===== src/rtl/mem_port_arbiter.sv =====
// Shares one memory port between instruction fetch (IF) and the data stage (MEM).
// Round-robin on contention, registered memory strobes, sticky busy-timeout flag.
module mem_port_arbiter #(
  parameter int ADDR_W  = 32,
  parameter int DATA_W  = 32,
  parameter int TIMEOUT = 255
) (
  input  logic              CLK,
  input  logic              RESET_N,
  input  logic              IREAD,
  input  logic [ADDR_W-1:0] IADDRESS,
  output logic [DATA_W-1:0] IREADDATA,
  output logic              IBUSYWAIT,
  input  logic              DREAD,
  input  logic              DWRITE,
  input  logic [ADDR_W-1:0] DADDRESS,
  input  logic [DATA_W-1:0] DWRITEDATA,
  output logic [DATA_W-1:0] DREADDATA,
  output logic              DBUSYWAIT,
  output logic              MREAD,
  output logic              MWRITE,
  output logic [ADDR_W-1:0] MADDRESS,
  output logic [DATA_W-1:0] MWRITEDATA,
  input  logic [DATA_W-1:0] MREADDATA,
  input  logic              MBUSYWAIT,
  output logic              ERROR
);

  localparam logic [1:0] S_IDLE = 2'd0;
  localparam logic [1:0] S_IGNT = 2'd1;
  localparam logic [1:0] S_DGNT = 2'd2;
  localparam int TCNT_W = $clog2(TIMEOUT + 1);
  localparam logic [TCNT_W-1:0] TCNT_MAX = TCNT_W'(TIMEOUT);

  logic [1:0]        r_state;
  logic              r_last;
  logic              r_first;
  logic [TCNT_W-1:0] r_tcnt;
  logic              r_error;
  logic [DATA_W-1:0] r_ireaddata;
  logic [DATA_W-1:0] r_dreaddata;
  logic              r_mread;
  logic              r_mwrite;
  logic [ADDR_W-1:0] r_maddress;
  logic [DATA_W-1:0] r_mwritedata;

  logic              w_ireq;
  logic              w_dreq;
  logic              w_granted;
  logic              w_done;
  logic              w_idone;
  logic              w_ddone;
  logic              w_start;
  logic [1:0]        w_next;
  logic [TCNT_W-1:0] w_tcnt_nxt;

  assign w_ireq    = IREAD;
  assign w_dreq    = DREAD | DWRITE;
  assign w_granted = (r_state != S_IDLE);
  // Memory gets the first grant cycle to raise MBUSYWAIT before completion is judged.
  assign w_done    = w_granted & ~r_first & ~MBUSYWAIT;
  assign w_idone   = (r_state == S_IGNT) & w_done;
  assign w_ddone   = (r_state == S_DGNT) & w_done;
  assign w_start   = (w_next != S_IDLE) & ((r_state == S_IDLE) | w_done);

  always_comb begin
    w_next = r_state;
    case (r_state)
      S_IDLE: begin
        if (w_ireq && (!w_dreq || r_last)) w_next = S_IGNT;
        else if (w_dreq)                    w_next = S_DGNT;
      end
      S_IGNT:  if (w_done) w_next = w_dreq ? S_DGNT : S_IDLE;
      S_DGNT:  if (w_done) w_next = w_ireq ? S_IGNT : S_IDLE;
      default: w_next = S_IDLE;
    endcase
  end

  always_comb begin
    w_tcnt_nxt = r_tcnt;
    if (w_done)
      w_tcnt_nxt = '0;
    else if (w_granted && MBUSYWAIT && (r_tcnt != TCNT_MAX))
      w_tcnt_nxt = r_tcnt + TCNT_W'(1);
  end

  always_ff @(posedge CLK or negedge RESET_N) begin
    if (!RESET_N) begin
      r_state      <= S_IDLE;
      r_last       <= 1'b1;
      r_first      <= 1'b0;
      r_tcnt       <= '0;
      r_error      <= 1'b0;
      r_ireaddata  <= '0;
      r_dreaddata  <= '0;
      r_mread      <= 1'b0;
      r_mwrite     <= 1'b0;
      r_maddress   <= '0;
      r_mwritedata <= '0;
    end else begin
      r_state <= w_next;
      r_first <= w_start;
      r_tcnt  <= w_tcnt_nxt;
      if (w_tcnt_nxt == TCNT_MAX) r_error <= 1'b1;
      // Strobes and mux are latched at grant start and held until done, even if the request drops.
      if (w_start) begin
        if (w_next == S_IGNT) begin
          r_mread    <= 1'b1;
          r_mwrite   <= 1'b0;
          r_maddress <= IADDRESS;
        end else begin
          r_mread      <= ~DWRITE;
          r_mwrite     <= DWRITE;
          r_maddress   <= DADDRESS;
          r_mwritedata <= DWRITEDATA;
        end
      end else if (w_next == S_IDLE) begin
        r_mread  <= 1'b0;
        r_mwrite <= 1'b0;
      end
      if (w_done) r_last <= (r_state == S_DGNT);
      if (w_idone) r_ireaddata <= MREADDATA;
      if (w_ddone && r_mread) r_dreaddata <= MREADDATA;
    end
  end

  assign IREADDATA  = w_idone ? MREADDATA : r_ireaddata;
  assign DREADDATA  = (w_ddone & r_mread) ? MREADDATA : r_dreaddata;
  assign IBUSYWAIT  = w_ireq & ~w_idone;
  assign DBUSYWAIT  = w_dreq & ~w_ddone;
  assign MREAD      = r_mread;
  assign MWRITE     = r_mwrite;
  assign MADDRESS   = r_maddress;
  assign MWRITEDATA = r_mwritedata;
  assign ERROR      = r_error;

endmodule

===== config.mk =====
export PLATFORM = sky130hd
export DESIGN_NAME = mem_port_arbiter
export DESIGN_NICKNAME = d
export VERILOG_FILES = /design/src/rtl/mem_port_arbiter.sv
export SDC_FILE = /design/constraint.sdc
export NUM_CORES = 1
export LEC_CHECK = 0
export CAP_MARGIN = 25
export CORE_AREA = 2 2 112 141
export CTS_CLUSTER_DIAMETER = 80
export DETAILED_ROUTE_END_ITERATION = 7
export DIE_AREA = 0 0 114 143
export GPL_TIMING_DRIVEN = 0
export PLACE_DENSITY = 0.77
export RECOVER_POWER = 25
export SLEW_MARGIN = 10
export SYNTH_ARGS = -nofsm -noshare
export SYNTH_HDL_FRONTEND = slang
export SYNTH_SLANG_ARGS = --single-unit

===== constraint.sdc =====
create_clock -name CLK -period 2.85 [get_ports CLK]
set_clock_uncertainty 0.05 [all_clocks]
set_input_delay 0.4275 -clock CLK [delete_from_list [all_inputs] [get_ports CLK]]
set_output_delay 0.4275 -clock CLK [all_outputs]
set_load 0.02 [all_outputs]

==> impl_metrics.tcl, run 1 <==
set metrics [dict create \
    fmax_mhz 366 \
    violations "max-capacitance violations, max-slew violations" \
    start_util_pct 39.6 \
    fin_crit_ns 2.74 \
    ioPinCount 267 \
    met1_usage_pct 21.6 \
    leakage_uw 0.00409 \
    dp.cells 881 \
    htreeDepth 4 \
    cpPeakStageDelay_ns 0.42 \
    required_ns 2.37 \
    ant_nets 0 \
    top_usage_layer "met2" \
    maxCapViolCount 1 \
    final_common_cell "clkdlybuf4s50_1" \
    layout-area-overhead-vs-synth_pct 57.0 \
    crit_slowest_cell "dfrtp_1" \
    setup_viol 0 \
    synth_edf_count 0 \
    path_cells "or2_1 > buf_6 > nor3b_4 > nand2_4 > buf_6 > mux2_1 > buf_2" \
    crit_arrival_ns 2.26 \
    final_util_pct 62.2 \
    layout-drive-gt1-share_pct 12.4 \
    detail_route.drc_violations 0 \
    path_class "flop to primary output" \
    drt_iter0_markers 178 \
    use_met3_pct 7.47 \
    firstDrtPassIters 4 \
    async_reset_ff_share_pct 100 \
    finalWirelength_um 16400 \
    die_y_um 143 \
    vias 4576 \
    numCtsBuffers 17 \
    hold_viol 0 \
    place_congestion 0.876 \
    fin_crit_sh_pct 96.0 \
    grt_pass1_vias 4959 \
    antenna_found_initial 0 \
    clk_latency_ns 0.42 \
    drv_slew 75 \
    rsz0062_at_grt "false" \
    peakVddDrop_mv 0.552 \
    cts_sinks 143 \
    netlist_area_sq_um 5900 \
    postSynthAreaPerCell_sq_um 13.6 \
    final_nets 856 \
    gr-total-overflow 0 \
    die_x_um 114 \
    die_area_sq_um 16300 \
    crit_fanout 10 \
    core_area_sq_um 14900 \
    synth_cells 432 \
    global_route.usage.total_pct 20.2 \
    clkTransAtPathRegs_ns 0.06 \
    final_cell_mix "clkdlybuf4s50_1 (200), dfrtp_1 (142), mux2_1 (96)" \
    dpl.hpwl_um 12400 \
    status "finished with violations" \
    port_buffers 266 \
    n_fill_cell 1205 \
    cts_tree "done" \
    grt_max_degree 76 \
    hp-class "flop to flop" \
    synthDistinctLibCells 42 \
    cts_buffer_depth 2 \
    synth_warnings 0 \
    wl_per_cell_um 17.9 \
    ys.flop_type "dfrtp_1" \
    placed_area_sq_um 8810 \
    place_ws_ns -0.821 \
    ff_latch_area_sq_um 3580 \
    grt_first_pass_wirelength_um 25400 \
    diodes 0 \
    seq_area_frac_synth_pct 60.7 \
    multi_input_area_sq_um 2180 \
    cp-start-kind "flop" \
    timing.final.ws_setup_ns 0.115 \
    instances_no_fill 916 \
    power_per_cell_area_nw_per_um2 1170 \
    synth-seq-cells 143 \
    relSlewSlack_pct -28.1 \
    grt_use_met2_pct 36.4 \
    synth_fp_nets 567 \
    tightest_slew_ns 1.92 \
    crit_top_cell "buf_6" \
    rows 50 \
    crit_path_end_kind "primary output" \
    root_buffer "clkbuf_16" \
    final_area_sq_um 9250 \
    hold_slack_ns 0.416 \
    vias_per_cell 5.00 \
]
[routing by layer]
layer / part of all wire, % / routed length (um)
met1: 36 / 5920
met2: 52 / 8550
met3: 9.5 / 1550
met4: 2.0 / 330
met5: 0 / 0
[registers in the layout (all words and copies together) (netlist names), 2 cells and up]
name,flops
r_ireaddata,32
r_tcnt,8
MWRITEDATA,32
r_dreaddata,32
r_state,2
MADDRESS,32
[where the power goes]
| part | internal [uW] | leakage [uW] | switching [uW] |
|---|---|---|---|
| combinational | 2380 | 0.00211 | 2980 |
| sequential | 3010 | 0.00171 | 417 |
| clock | 1160 | 0.000267 | 871 |
[stage by stage]
stage / power (uW) / setup TNS (ns)
finish: 10800 / 0
CTS: 11100 / -0.00112
global placement: 9060 / -629.58
global route: 11500 / 0
floorplan: 6460 / 0
detailed placement: 9240 / -42.49
[worst max-delay path: cells and delay by family, from the launching register on]
| kind | cells | cell delay, ns |
|---|---|---|
| buffers and inverters | 3 | 0.48 |
| DFF | 1 | 0.42 |
| and+or+nand+nor | 3 | 0.57 |
| muxes | 1 | 0.35 |
[cells in the mapped netlist (all sizes together), types with 2 or more instances]
cell      n  share of area, %
a211oi    3              0.38
a21oi    36               3.1
a22oi     2              0.25
and3      3              0.32
and4b     2              0.34
buf      20               2.4
clkbuf    3              0.19
dfrtp   142                60
mux2     96                18
mux2i    34               5.8
nand2     8              0.51
nand3     3              0.25
nand4     2              0.21
nor2     45               2.9
nor2b     3              0.32
nor3      2              0.17
nor3b     2              0.45
o211ai    2              0.25
o21a      2              0.25
o21ai     3              0.25
xor2      3              0.45
[logic make-up (layout without fill, tap and decap cells)]
group                    after synthesis  after routing  share of synthesized area, %
AO/OA/AOI/OAI                         57             57                          5.94
XOR/XNOR                               3              3                         0.446
adder cells (fa/ha/maj)                2              2                         0.382
buffers and inverters                 24            326                          2.61
flip-flops                           143            143                          60.7
multiplexers                         130            130                          24.1
AND/OR/NAND/NOR                       73             73                          5.79
[repair_timing]
item | CTS | global route
pin swaps | 2 | 3
resized for setup | 153 | 23
endpoints found under the hold margin | 11 | 0
endpoints found under the setup margin | 65 | 39
hold buffers | 1 | 0
buffers inserted | 2 | 0
[area by class of cell]
class                   count  share of cell area [%]
multi-input cells         265                    23.6
clock inverters            12                   0.946
clock buffers              20                    4.94
inverters                   1                  0.0406
repair buffers            270                    27.2
well taps                 182                    2.46
flip-flops and latches    143                    38.7
plain buffers              23                    2.14
[path summary, 6_finish.rpt]
path / startpoint / end / slack (ns) / cells after the start
min in group asynchronous: RESET_N / r_dreaddata[12] / 1.02 / 2
max reg2reg: r_first / MADDRESS[15] / 0.58 / 9
min reg2reg: ERROR / ERROR / 0.42 / 1
max in group asynchronous: RESET_N / MADDRESS[16] / 0.57 / 2
max: r_first / DREADDATA[18] / 0.11 / 7
min: ERROR / ERROR / 0.42 / 1
Note: power is estimated with default switching activity, not from simulation.
==> run 2, diff against run 1 <==
==> constraint.sdc (replaced) <==
create_clock -name CLK -period 3.3 [get_ports CLK]
set_clock_uncertainty 0.05 [all_clocks]
set_input_delay 0.495 -clock CLK [delete_from_list [all_inputs] [get_ports CLK]]
set_output_delay 0.495 -clock CLK [all_outputs]
set_load 0.02 [all_outputs]
==> run 2 against run 1 <==
Net effect: the flow still finishes with violations (max-capacitance violations, max-slew violations); sequential share of layout area is 0.29 points lower; design area is 0.76% higher; first-iteration DRC count is 2.2% lower; critical endpoint is now IREADDATA[15]; largest cell class unchanged.
==> impl_metrics.tcl, run 2 (synthesized netlist as in run 1, its figures left out) <==
set metrics [dict create \
    status "finished with violations" \
    violations "max-capacitance violations, max-slew violations" \
    place_congestion 0.876 \
    firstDrtPassIters 4 \
    drt_iter0_markers 174 \
    p_seq_share_pct 31.0 \
    hp-class "flop to flop" \
    power_uw 9530 \
    clkTransAtPathRegs_ns 0.06 \
    path_class "flop to primary output" \
    power_frac_clock_pct 18.4 \
    rows 50 \
    antenna_found_initial 0 \
    dpl.hpwl_um 12400 \
    required_ns 2.75 \
    cts_buffer_depth 2 \
    clk_latency_ns 0.42 \
    htreeDepth 4 \
    leakage_uw 0.00401 \
    crit_arrival_ns 2.59 \
    p_sw_share_pct 38.6 \
    whs_path_depth 1 \
    r2r-start "r_first" \
    hold_buffers 0 \
    ant_nets 0 \
    rsz0062_at_grt "false" \
    hold_start "ERROR" \
    p_comb_share_pct 50.6 \
    vias 4566 \
    die_y_um 143 \
    port_buffers 266 \
    root_buffer "clkbuf_16" \
    internal_power_uw 5850 \
    setup_viol 0 \
    die_area_sq_um 16300 \
    crit_fanout 10 \
    drv_slew 76 \
    power_per_cell_area_nw_per_um2 1020 \
    vias_per_cell 5.00 \
    final_nets 853 \
    grt_max_degree 76 \
    cp-start-kind "flop" \
    fin_crit_ns 3.14 \
    whs_endpoint "ERROR" \
    gr-total-overflow 0 \
    final_cell_mix "clkdlybuf4s50_1 (234), dfrtp_1 (142), mux2_1 (96)" \
    regToRegSetupSlack_ns 1.13 \
    cts_setup_buffers 0 \
    ioPinCount 267 \
    r2r-end "MADDRESS[15]" \
    finalSetupTns_ns 0 \
    tightest_slew_ns 1.86 \
    hold_viol 0 \
    cts_tree "done" \
    fmax_mhz 319 \
    crit_path_end_kind "primary output" \
    cts_sinks 143 \
    global_route.usage.total_pct 20.2 \
    detail_route.drc_violations 0 \
    layout-drive-gt1-share_pct 8.07 \
    wl_per_cell_um 17.8 \
    maxCapViolCount 1 \
    numCtsBuffers 17 \
    grt_first_pass_wirelength_um 25300 \
    core_area_sq_um 14900 \
    layout-area-overhead-vs-synth_pct 58.1 \
    die_x_um 114 \
    start_util_pct 39.6 \
    final_common_cell "clkdlybuf4s50_1" \
    fin_crit_sh_pct 95.0 \
    relSlewSlack_pct -24.1 \
    finalWirelength_um 16300 \
    switchingPower_uw 3680 \
    grt_pass1_vias 4941 \
    peakVddDrop_mv 0.477 \
    r2r_cells 8 \
    diodes 0 \
]
[run 2: cell types whose count changed in the layout (fill, tap and decap cells not counted), sizes merged]
cell / delta
dlygate4sd3: -1
buf: -34
dlygate4sd2: -4
clkdlybuf4s50: +34
clkbuf: +2
[run 2: worst max-delay path by stage]
stage	start	endpoint	depth (start not counted)
global placement	RESET_N	MADDRESS[10]	1
finish	r_state[0]	IREADDATA[15]	6
global route	r_state[0]	IREADDATA[15]	6
CTS	r_state[0]	IREADDATA[15]	6
floorplan	MBUSYWAIT	DREADDATA[10]	6
detailed placement	MBUSYWAIT	IREADDATA[15]	7
[run 2: area by class of cell]
type	count	area, sq um
Multi-Input combinational cell	265	2180
Clock inverter	12	87.6
Buffer	23	163
Tap cell	182	228
Clock buffer	20	457
Fill cell	1188	5570
Timing Repair Buffer	267	2630
Inverter	1	3.75
Sequential cell	143	3580
[run 2: per-layer routing]
metal / routed length [um] / GRT usage, %
met4: 286 / 7.38
met1: 5940 / 21.4
met2: 8540 / 36.3
met3: 1520 / 7.51
met5: 0 / 0
[run 2: per-stage QoR]
| step | hold slack (ns) | area, sq um | instances | utilization, % | setup slack (ns) |
|---|---|---|---|---|---|
| 4_1_cts | 0.0623 | 9350 | 913 | 62.8 | 0.127 |
| 3_5_place_dp | 0.408 | 8810 | 881 | 59.2 | -0.506 |
| 3_3_place_gp | 0.414 | 8790 | 880 | 59.0 | -3.76 |
| 6_report | 0.416 | 9320 | 913 | 62.6 | 0.163 |
| 2_1_floorplan | 0.149 | 5900 | 432 | - | 0.966 |
| 5_1_grt | 0.436 | 9320 | 913 | 62.6 | 0.0372 |
[run 2: power groups by stage]
stage | clock, uW | combinational, uW | sequential (uW)
floorplan | 0 | 2170 | 3420
global placement | 0 | 4880 | 2940
detailed placement | 0 | 5000 | 2980
CTS | 1800 | 4880 | 2960
global route | 1880 | 5160 | 3050
finish | 1750 | 4820 | 2960
[run 2: worst max-delay path, cell delays in order (launching register included)]
cell and delay [ns]:
dfrtp_1 0.41, clkbuf_4 0.25, nand2_1 0.12, nor2_4 0.20
buf_4 0.24, mux2_1 0.40, clkdlybuf4s50_1 0.56
[run 2: what timing repair did]
action,in CTS,in global routing
setup endpoints to repair,65,1
resized for setup,40,1
pin swaps,0,0
endpoints found under the hold margin,0,0
